**config.mk**
```make
export PLATFORM = sky130hd
export DESIGN_NAME = compressor_ctrl
export DESIGN_NICKNAME = d
export VERILOG_FILES = /design/src/rtl/compressor_ctrl.sv
export SDC_FILE = /design/constraint.sdc
export NUM_CORES = 1
export LEC_CHECK = 0
export CAP_MARGIN = 40
export CELL_PAD_IN_SITES_DETAIL_PLACEMENT = 2
export CELL_PAD_IN_SITES_GLOBAL_PLACEMENT = 2
export CORE_MARGIN = 10
export CORE_UTILIZATION = 37
export DETAILED_ROUTE_END_ITERATION = 10
export PLACE_DENSITY_LB_ADDON = 0.12
export REMOVE_ABC_BUFFERS = 1
export SYNTH_ARGS = -nofsm -noshare
export SYNTH_HDL_FRONTEND = slang
export SYNTH_SLANG_ARGS = --single-unit
```
**constraint.sdc**
```tcl
create_clock -name clk_i -period 1.75 [get_ports clk_i]
set_input_delay 0.2625 -clock clk_i [delete_from_list [all_inputs] [get_ports clk_i]]
set_output_delay 0.2625 -clock clk_i [all_outputs]
set_load 0.02 [all_outputs]
```
**src/rtl/compressor_ctrl.sv**
```systemverilog
// Compressor/fan sequencer: debounces the comparator demand and
// enforces min-on, fan run-on and min-off lockout before restart.
//
// Ports:
//   clk_i        system clock, rising edge
//   rst_ni       synchronous active-low reset
//   start_i      system enable; low forces the shutdown path
//   demand_i     raw cooling demand from the comparator
//   compressor_o compressor enable
//   fan_o        evaporator fan enable
//   state_o      current state code for status display
//   demand_q_o   debounced demand
module compressor_ctrl #(
    parameter int TICK_DIV      = 50000,
    parameter int DEBOUNCE_CYC  = 16,
    parameter int MIN_ON_TICKS  = 600,
    parameter int MIN_OFF_TICKS = 600,
    parameter int RUNON_TICKS   = 100,
    parameter int TW            = 16
) (
    input  logic       clk_i,
    input  logic       rst_ni,
    input  logic       start_i,
    input  logic       demand_i,
    output logic       compressor_o,
    output logic       fan_o,
    output logic [2:0] state_o,
    output logic       demand_q_o
);

    localparam logic [2:0] OFF_LOCK  = 3'd0;
    localparam logic [2:0] OFF_READY = 3'd1;
    localparam logic [2:0] ON_MIN    = 3'd2;
    localparam logic [2:0] ON_HOLD   = 3'd3;
    localparam logic [2:0] FAN_RUNON = 3'd4;

    localparam int PW = (TICK_DIV > 1) ? $clog2(TICK_DIV) : 1;
    localparam int DW = $clog2(DEBOUNCE_CYC + 1);

    localparam logic [PW-1:0] PSC_LAST = PW'(TICK_DIV - 1);
    localparam logic [DW-1:0] DEB_LAST = DW'(DEBOUNCE_CYC - 1);
    localparam logic [TW-1:0] ON_LAST  = TW'(MIN_ON_TICKS - 1);
    localparam logic [TW-1:0] OFF_LAST = TW'(MIN_OFF_TICKS - 1);
    localparam logic [TW-1:0] RUN_LAST = TW'(RUNON_TICKS - 1);

    logic [2:0]    state_q;
    logic [2:0]    state_d;
    logic [PW-1:0] psc_q;
    logic [TW-1:0] tmr_q;
    logic [DW-1:0] deb_q;
    logic          demand_q;
    logic          tick;

    assign tick = (psc_q == PSC_LAST);

    always_comb begin
        state_d = state_q;
        case (state_q)
            OFF_LOCK: begin
                if (tick && tmr_q == OFF_LAST)
                    state_d = OFF_READY;
            end
            OFF_READY: begin
                if (start_i && demand_q)
                    state_d = ON_MIN;
            end
            ON_MIN: begin
                // start_i low overrides the minimum on-time
                if (!start_i)
                    state_d = FAN_RUNON;
                else if (tick && tmr_q == ON_LAST)
                    state_d = ON_HOLD;
            end
            ON_HOLD: begin
                if (!start_i || !demand_q)
                    state_d = FAN_RUNON;
            end
            FAN_RUNON: begin
                if (tick && tmr_q == RUN_LAST)
                    state_d = OFF_LOCK;
            end
            default: state_d = OFF_LOCK;
        endcase
    end

    always_ff @(posedge clk_i) begin
        if (!rst_ni) begin
            state_q  <= OFF_LOCK;
            psc_q    <= '0;
            tmr_q    <= '0;
            deb_q    <= '0;
            demand_q <= 1'b0;
        end else begin
            state_q <= state_d;
            // every dwell is timed from its own entry edge
            if (state_d != state_q) begin
                psc_q <= '0;
                tmr_q <= '0;
            end else if (tick) begin
                psc_q <= '0;
                tmr_q <= tmr_q + 1'b1;
            end else begin
                psc_q <= psc_q + 1'b1;
            end

            if (demand_i == demand_q) begin
                deb_q <= '0;
            end else if (deb_q == DEB_LAST) begin
                demand_q <= demand_i;
                deb_q    <= '0;
            end else begin
                deb_q <= deb_q + 1'b1;
            end
        end
    end

    assign compressor_o = (state_q == ON_MIN) ||
                          (state_q == ON_HOLD);
    assign fan_o        = compressor_o ||
                          (state_q == FAN_RUNON);
    assign state_o      = state_q;
    assign demand_q_o   = demand_q;

endmodule

```
==> summary.md, run 1 <==
| Metric | Value |
|---|---|
| Synthesized area per cell | approximately 8.9 µm² |
| Crit. End Element | output port |
| Post-Synthesis Cell Area | roughly 0.0020 mm² |
| Worst-Margin Slew | 333 ps |
| Dpl hpwl | between 4000 and 5000 µm |
| I/O pins | 10 |
| CP Launch Type | flop |
| Level count of the clock H-tree | 2 |
| CTS sink cnt | a little over 40 |
| Worst reg2reg path depth | 7 |
| Top-area cell type share of the netlist area | 0.418 |
| Vias per cell | about 5.2 |
| CP max-delay cell | clkdlybuf4s50_1 |
| Crit path depth | 1 |
| Hold Path Depth | 1 |
| Worst-path fanout max | 6 |
| Seq/Total Area, Yosys | 0.418 |
| Worst path max stage delay | 660 ps |
| Storage cell area | between 800 and 900 µm² |
| Final setup vio count | 0 |
| Area delta synth->final | 26.4% |
| Outcome | finished, final reports clean |
| MaxCap Viol Count | 0 |
| RSZ-0062 raised after global routing | true |
| Die span in y | slightly above 90 µm |
| Largest net degree at the start of global routing | 15 |
| Library cells used by synthesis | between 40 and 50 |
| Via count | ~1700 |
| Root buffer cell | clkbuf_8 |
| Inserted Diodes | 0 |
| Fin cells | around 330 |
| Dpl cells | about 320 |
| Clk Latency, worst-skew pair | 300 ps |
| Final min period | between 1500 and 2000 ps |
| Async SR Flop Fraction | 0 |
| First drt pass iteration count | 4 |
| Area leader, netlist | dfxtp_1 |
| Antenna violations before repair | 0 |
| Fin Clk Skew | about 6.3 ps |
| Proportion of layout cells with a drive suffix above 1 | 0.225 |
| Post-synth EDFFs | 0 |
| Detailed Route WL | approximately 5700 µm |
| Routed length per instance | 17.5 µm |
| Fin crit share | 0.958 |
| Core area | 0.00514 mm² |
| Kind of critical path | flop to output port |
| Die width | 92.9 µm |
| Die area | ~0.0086 mm² |
| Final-stage net count | 265 |
| Initial Util | 0.382 |
| Relative slew slack | 0.777 |
| TritonCTS Buffers | 5 |
| Max Freq | approximately 600 MHz |
| Vias in the first global route | between 2000 and 2500 |
| Pwr Density | 665 mW/mm² |
| Hold_ws | ~460 ps |
| Worst IR Drop VDD | approximately 370 µV |
| WP buf/inv | 1 |
| Area contributors post-synth | dfxtp_1 (42%), xnor2_1 (11%), nor2_1 (8.0%), nand3_1 (4.1%), xor2_1 (3.6%) |
| Leak | between 0.8 and 0.9 nW |
| Max clock buf depth | 2 |
| Final hold violations | 0 |
| Top-count cell post-synth | nor2_1 |
| GRT Resource Usage Total | 0.135 |
| Max Slew Vio Count | 0 |
| Seq cells post-synth | 41 |
| Yosys warnings | 0 |
| Clock-pin slew on the worst setup and hold paths | 80 ps |
| IO buf count | 9 |
| First-pass GRT wire length | roughly 9500 µm |
| Worst hold path type | flop to flop |
| Antenna Violating Nets Remaining | 0 |
| Row cnt | 26 |
| Area of the multi-input gates | around 0.0012 mm² |
| Commonest cells in the netlist | nor2_1 (42), dfxtp_1 (41), xnor2_1 (24) |
| Total grt overflow | 0 |
| Data arrival, critical path | roughly 1400 ps |
| 1st-iter DRT viols | 21 |
| Top FF cell, synth | dfxtp_1 |
| Crit-path cells | clkdlybuf4s50_1 |
| DRC violations left | 0 |
| CTS tree | yes |
| Placer Congestion | about 0.75 |
| Syn Inst Count | between 200 and 250 |
| CP required | 1490 ps |
| CP delay by family, top | buffers and inverters |
| Filler cells | 596 |
## what timing repair did
action,4_1_cts,5_1_grt
setup endpoints to repair,25,33
hold buffers,0,0
buffers inserted,1,2
resized for setup,4,20
pin swaps,1,3
cloned,0,0
## routing by layer
layer	track usage	vias to the layer above	share of wire
met5	0	-	0
met2	0.246	23	0.54
li1	-	833	-
met1	0.147	858	0.42
met3	0.0355	7	0.032
met4	0.0450	0	0.011
## flip-flops by register name (all words and copies together) (netlist names)
signal      cells
state_o         3
tmr_q          16
demand_q_o      1
deb_q           5
psc_q          16
## final timing paths
| kind | start | slack (ps) | to |
|---|---|---|---|
| worst min register to register | deb_q[0]$_SDFF_PP0_ | 460 | deb_q[0]$_SDFF_PP0_ |
| worst min-delay path | deb_q[0]$_SDFF_PP0_ | 460 | deb_q[0]$_SDFF_PP0_ |
| worst max-delay path | state_o[0]$_SDFF_PN0_ | 70 | state_o[0] |
| worst max register to register | psc_q[0]$_SDFF_PP0_ | 90 | tmr_q[2]$_SDFFE_PP0P_ |
## area by class of cell
| cell class | count | area share |
|---|---|---|
| Tap cell | 70 | 0.0353 |
| Clock buffer | 5 | 0.0277 |
| Clock inverter | 3 | 0.00705 |
| Sequential cell | 41 | 0.332 |
| Multi-Input combinational cell | 171 | 0.474 |
| Timing Repair Buffer | 32 | 0.114 |
| Inverter | 6 | 0.00907 |
## kinds of logic after synthesis
family	count (synthesis)	share of synthesized area
flip-flops	41	0.418
AO/OA/AOI/OAI	12	0.0471
XOR/XNOR	32	0.143
adder cells (fa/ha/maj)	4	0.0255
buffers and inverters	9	0.0185
AND/OR/NAND/NOR	121	0.338
multiplexers	2	0.0102
## through the flow
stage / power (mW) / TNS [ps] / cell area (µm²) / setup slack [ps] / utilization
4_1_cts: 1.66 / -257 / 2410 / -66.4 / 0.468
3_5_place_dp: 1.03 / -1580 / 2290 / -116 / 0.446
6_report: 1.65 / 0 / 2480 / 74.0 / 0.483
5_1_grt: 1.72 / -21.3 / 2480 / -18.7 / 0.483
2_1_floorplan: 0.993 / 0 / 1950 / 121 / -
3_3_place_gp: 1.02 / 0 / 2290 / 6.50 / 0.446
## where the power goes
part	leakage, nW	total [mW]	switching, mW	internal, mW
Combinational	0.512	0.0741	0.0368	0.0373
Clock	0.0439	0.631	0.355	0.276
Sequential	0.332	0.945	0.00637	0.939
Total	0.888	1.65	0.399	1.25
## cell usage in the layout (no fill, tap or decap), types with 5 or more instances in the layout
master and count:
buf_4 21, clkbuf_8 5, clkdlybuf4s50_1 6, dfxtp_1 39, inv_1 6, nand2_1 12, nand3_1 13, nand4_1 5
nor2_1 42, nor3_1 9, xnor2_1 24, xor2_1 8
(Power assumes the default switching activity.)
==> run 2: changes to the inputs <==
--- a/config.mk
+++ b/config.mk
@@ -11,6 +11,7 @@
 export CORE_MARGIN = 10
 export CORE_UTILIZATION = 37
 export DETAILED_ROUTE_END_ITERATION = 10
+export HOLD_SLACK_MARGIN = 0.1
 export PLACE_DENSITY_LB_ADDON = 0.12
 export REMOVE_ABC_BUFFERS = 1
 export SYNTH_ARGS = -nofsm -noshare
==> results of run 2 <==
Final layout, timing and power as in run 1 (identical DEF).
==> run 3: changes to the inputs <==
--- a/config.mk
+++ b/config.mk
@@ -12,6 +12,7 @@
 export CORE_UTILIZATION = 37
 export DETAILED_ROUTE_END_ITERATION = 10
 export HOLD_SLACK_MARGIN = 0.1
+export MAX_ROUTING_LAYER = met4
 export PLACE_DENSITY_LB_ADDON = 0.12
 export REMOVE_ABC_BUFFERS = 1
 export SYNTH_ARGS = -nofsm -noshare
==> summary.md, run 3 (same netlist as run 1, synthesis figures left out) <==
| Metric | Value |
|---|---|
| Max Slew Vio Count | 0 (unchanged) |
| Die width | 92.9 µm (unchanged) |
| Die area | 0.00862 mm² (unchanged) |
| CP delay by family, top | buffers and inverters (unchanged) |
| Worst R2R Setup Slack | 90 ps (about the same) |
| Placed instance area | 0.00229 mm² (unchanged) |
| Max Freq | 597 MHz (about the same) |
| Clock-pin slew on the worst setup and hold paths | 80 ps (about the same) |
| Final min period | 1680 ps (about the same) |
| Leak | 0.888 nW (unchanged) |
| Inserted Diodes | 0 (unchanged) |
| Detailed Route WL | 5720 µm (was 5740 µm) |
| Root buffer cell | clkbuf_8 (unchanged) |
| Worst-Margin Slew | 332 ps (was 333 ps) |
| DRC violations left | 0 (unchanged) |
| CP Launch Type | flop (unchanged) |
| First-pass GRT wire length | 9420 µm (was 9450 µm) |
| Antenna violations before repair | 0 (unchanged) |
| First drt pass iteration count | 4 (unchanged) |
| Total grt overflow | 0 (unchanged) |
| Filler cells | 596 (unchanged) |
| Final-stage net count | 265 (unchanged) |
| Fin Clk Skew | 6.43 ps (was 6.33 ps) |
| Data arrival, critical path | 1410 ps (about the same) |
| Hold buffers post-CTS | 0 (unchanged) |
| Placer Congestion | 0.764 (was 0.755) |
| Crit. End Element | output port (unchanged) |
| Final hold violations | 0 (unchanged) |
| Antenna Violating Nets Remaining | 0 (unchanged) |
| I/O pins | 10 (unchanged) |
| Vias in the first global route | 2007 (was 2006) |
| Relative slew slack | 0.778 (was 0.777) |
| Largest net degree at the start of global routing | 15 (unchanged) |
| TritonCTS Buffers | 5 (unchanged) |
| Row cnt | 26 (unchanged) |
| CP required | 1490 ps (about the same) |
| Top Registers | psc_q: 16 flops, tmr_q: 16 flops, deb_q: 5 flops (unchanged) |
| Storage cell area | 826 µm² (unchanged) |
| Area delta synth->final | 26.4% (unchanged) |
| Commonest non-fill, non-tap cells in the layout | nor2_1 (42), dfxtp_1 (39), xnor2_1 (24) (unchanged) |
| Routed length per instance | 17.4 µm (was 17.5 µm) |
| 1st-iter DRT viols | 36 (was 21) |
| WP buf/inv | 1 (unchanged) |
| Via count | 1718 (was 1721) |
| Worst path max stage delay | 660 ps (about the same) |
| Most common cell after layout, fill and taps aside | nor2_1 (unchanged) |
| CTS sink cnt | 41 (unchanged) |
| Max clock buf depth | 2 (unchanged) |
| GRT Resource Usage Total | 0.139 (was 0.135) |
| Final TNS setup | 0 ps (unchanged) |
| Die span in y | 92.9 µm (unchanged) |
| Crit-path cells | clkdlybuf4s50_1 (unchanged) |
| MaxCap Viol Count | 0 (unchanged) |
| Final setup vio count | 0 (unchanged) |
| Clk Latency, worst-skew pair | 300 ps (about the same) |
| Kind of critical path | flop to output port (unchanged) |
| Core area | 0.00514 mm² (unchanged) |
| Worst hold path type | flop to flop (unchanged) |
| CTS tree | yes (unchanged) |
| Worst-path fanout max | 6 (unchanged) |
| RSZ-0062 raised after global routing | true (unchanged) |
| Initial Util | 0.382 (unchanged) |
| CP max-delay cell | clkdlybuf4s50_1 (unchanged) |
| Dpl hpwl | 4170 µm (unchanged) |
| Area of the multi-input gates | 0.00118 mm² (unchanged) |
| Vias per cell | 5.24 (was 5.25) |
| Layout Utilization | 0.483 (unchanged) |
| Pwr Density | 663 mW/mm² (was 665 mW/mm²) |
| Worst IR Drop VDD | 369 µV (was 368 µV) |
| Design area | 0.00248 mm² (unchanged) |
| IO buf count | 9 (unchanged) |
| Fin crit share | 0.957 (was 0.958) |
| Outcome | finished, final reports clean (unchanged) |
| Proportion of layout cells with a drive suffix above 1 | 0.225 (unchanged) |
| Level count of the clock H-tree | 2 (unchanged) |
==> run 3: cell counts in the layout (fill, tap and decap cells not counted) <==
No cell type changed its count.
==> run 3: metal layers <==
metal | vias up | share of wire | GRT usage | wire [µm]
li1 | 835 | - | - | -
met2 | 27 | 0.54 | 0.247 | 3100
met1 | 849 | 0.42 | 0.148 | 2390
met5 | - | 0 | - | 0
met3 | 7 | 0.029 | 0.0323 | 164
met4 | 0 | 0.011 | 0.0450 | 64
==> run 3: what timing repair did <==
item,4_1_cts,5_1_grt
gates resized for setup,4,20
pin swaps,1,3
setup endpoints to repair,25,33
setup buffers,1,2
==> run 3: power breakdown <==
| part | internal, mW | leakage [nW] | switching (mW) |
|---|---|---|---|
| logic | 0.0372 | 0.512 | 0.0365 |
| clock network | 0.276 | 0.0439 | 0.351 |
| registers | 0.939 | 0.332 | 0.00646 |
==> run 3: worst paths after layout <==
kind,to,cells past startpoint,startpoint
setup reg to reg,tmr_q[2]$_SDFFE_PP0P_,7,psc_q[0]$_SDFF_PP0_
hold / removal,deb_q[0]$_SDFF_PP0_,1,deb_q[0]$_SDFF_PP0_
setup / recovery,state_o[0],1,state_o[0]$_SDFF_PN0_
hold reg to reg,deb_q[0]$_SDFF_PP0_,1,deb_q[0]$_SDFF_PP0_
==> run 3: cell type report <==
type	count	share of cell area
inverters	6	0.00907
flip-flops and latches	41	0.332
well taps	70	0.0353
clock inverters	3	0.00705
repair buffers	32	0.114
multi-input cells	171	0.474
clock buffers	5	0.0277
==> run 3: stage by stage <==
| step | total power, mW | setup slack (ps) | std cells | hold slack, ps |
|---|---|---|---|---|
| CTS | 1.66 | -66.4 | 326 | 465 |
| detailed placement | 1.03 | -116 | 317 | 452 |
| finish | 1.65 | 74.9 | 328 | 464 |
| floorplan | 0.993 | 121 | 218 | 391 |
| global route | 1.72 | -18.7 | 328 | 497 |
| global placement | 1.02 | 6.50 | 317 | 425 |
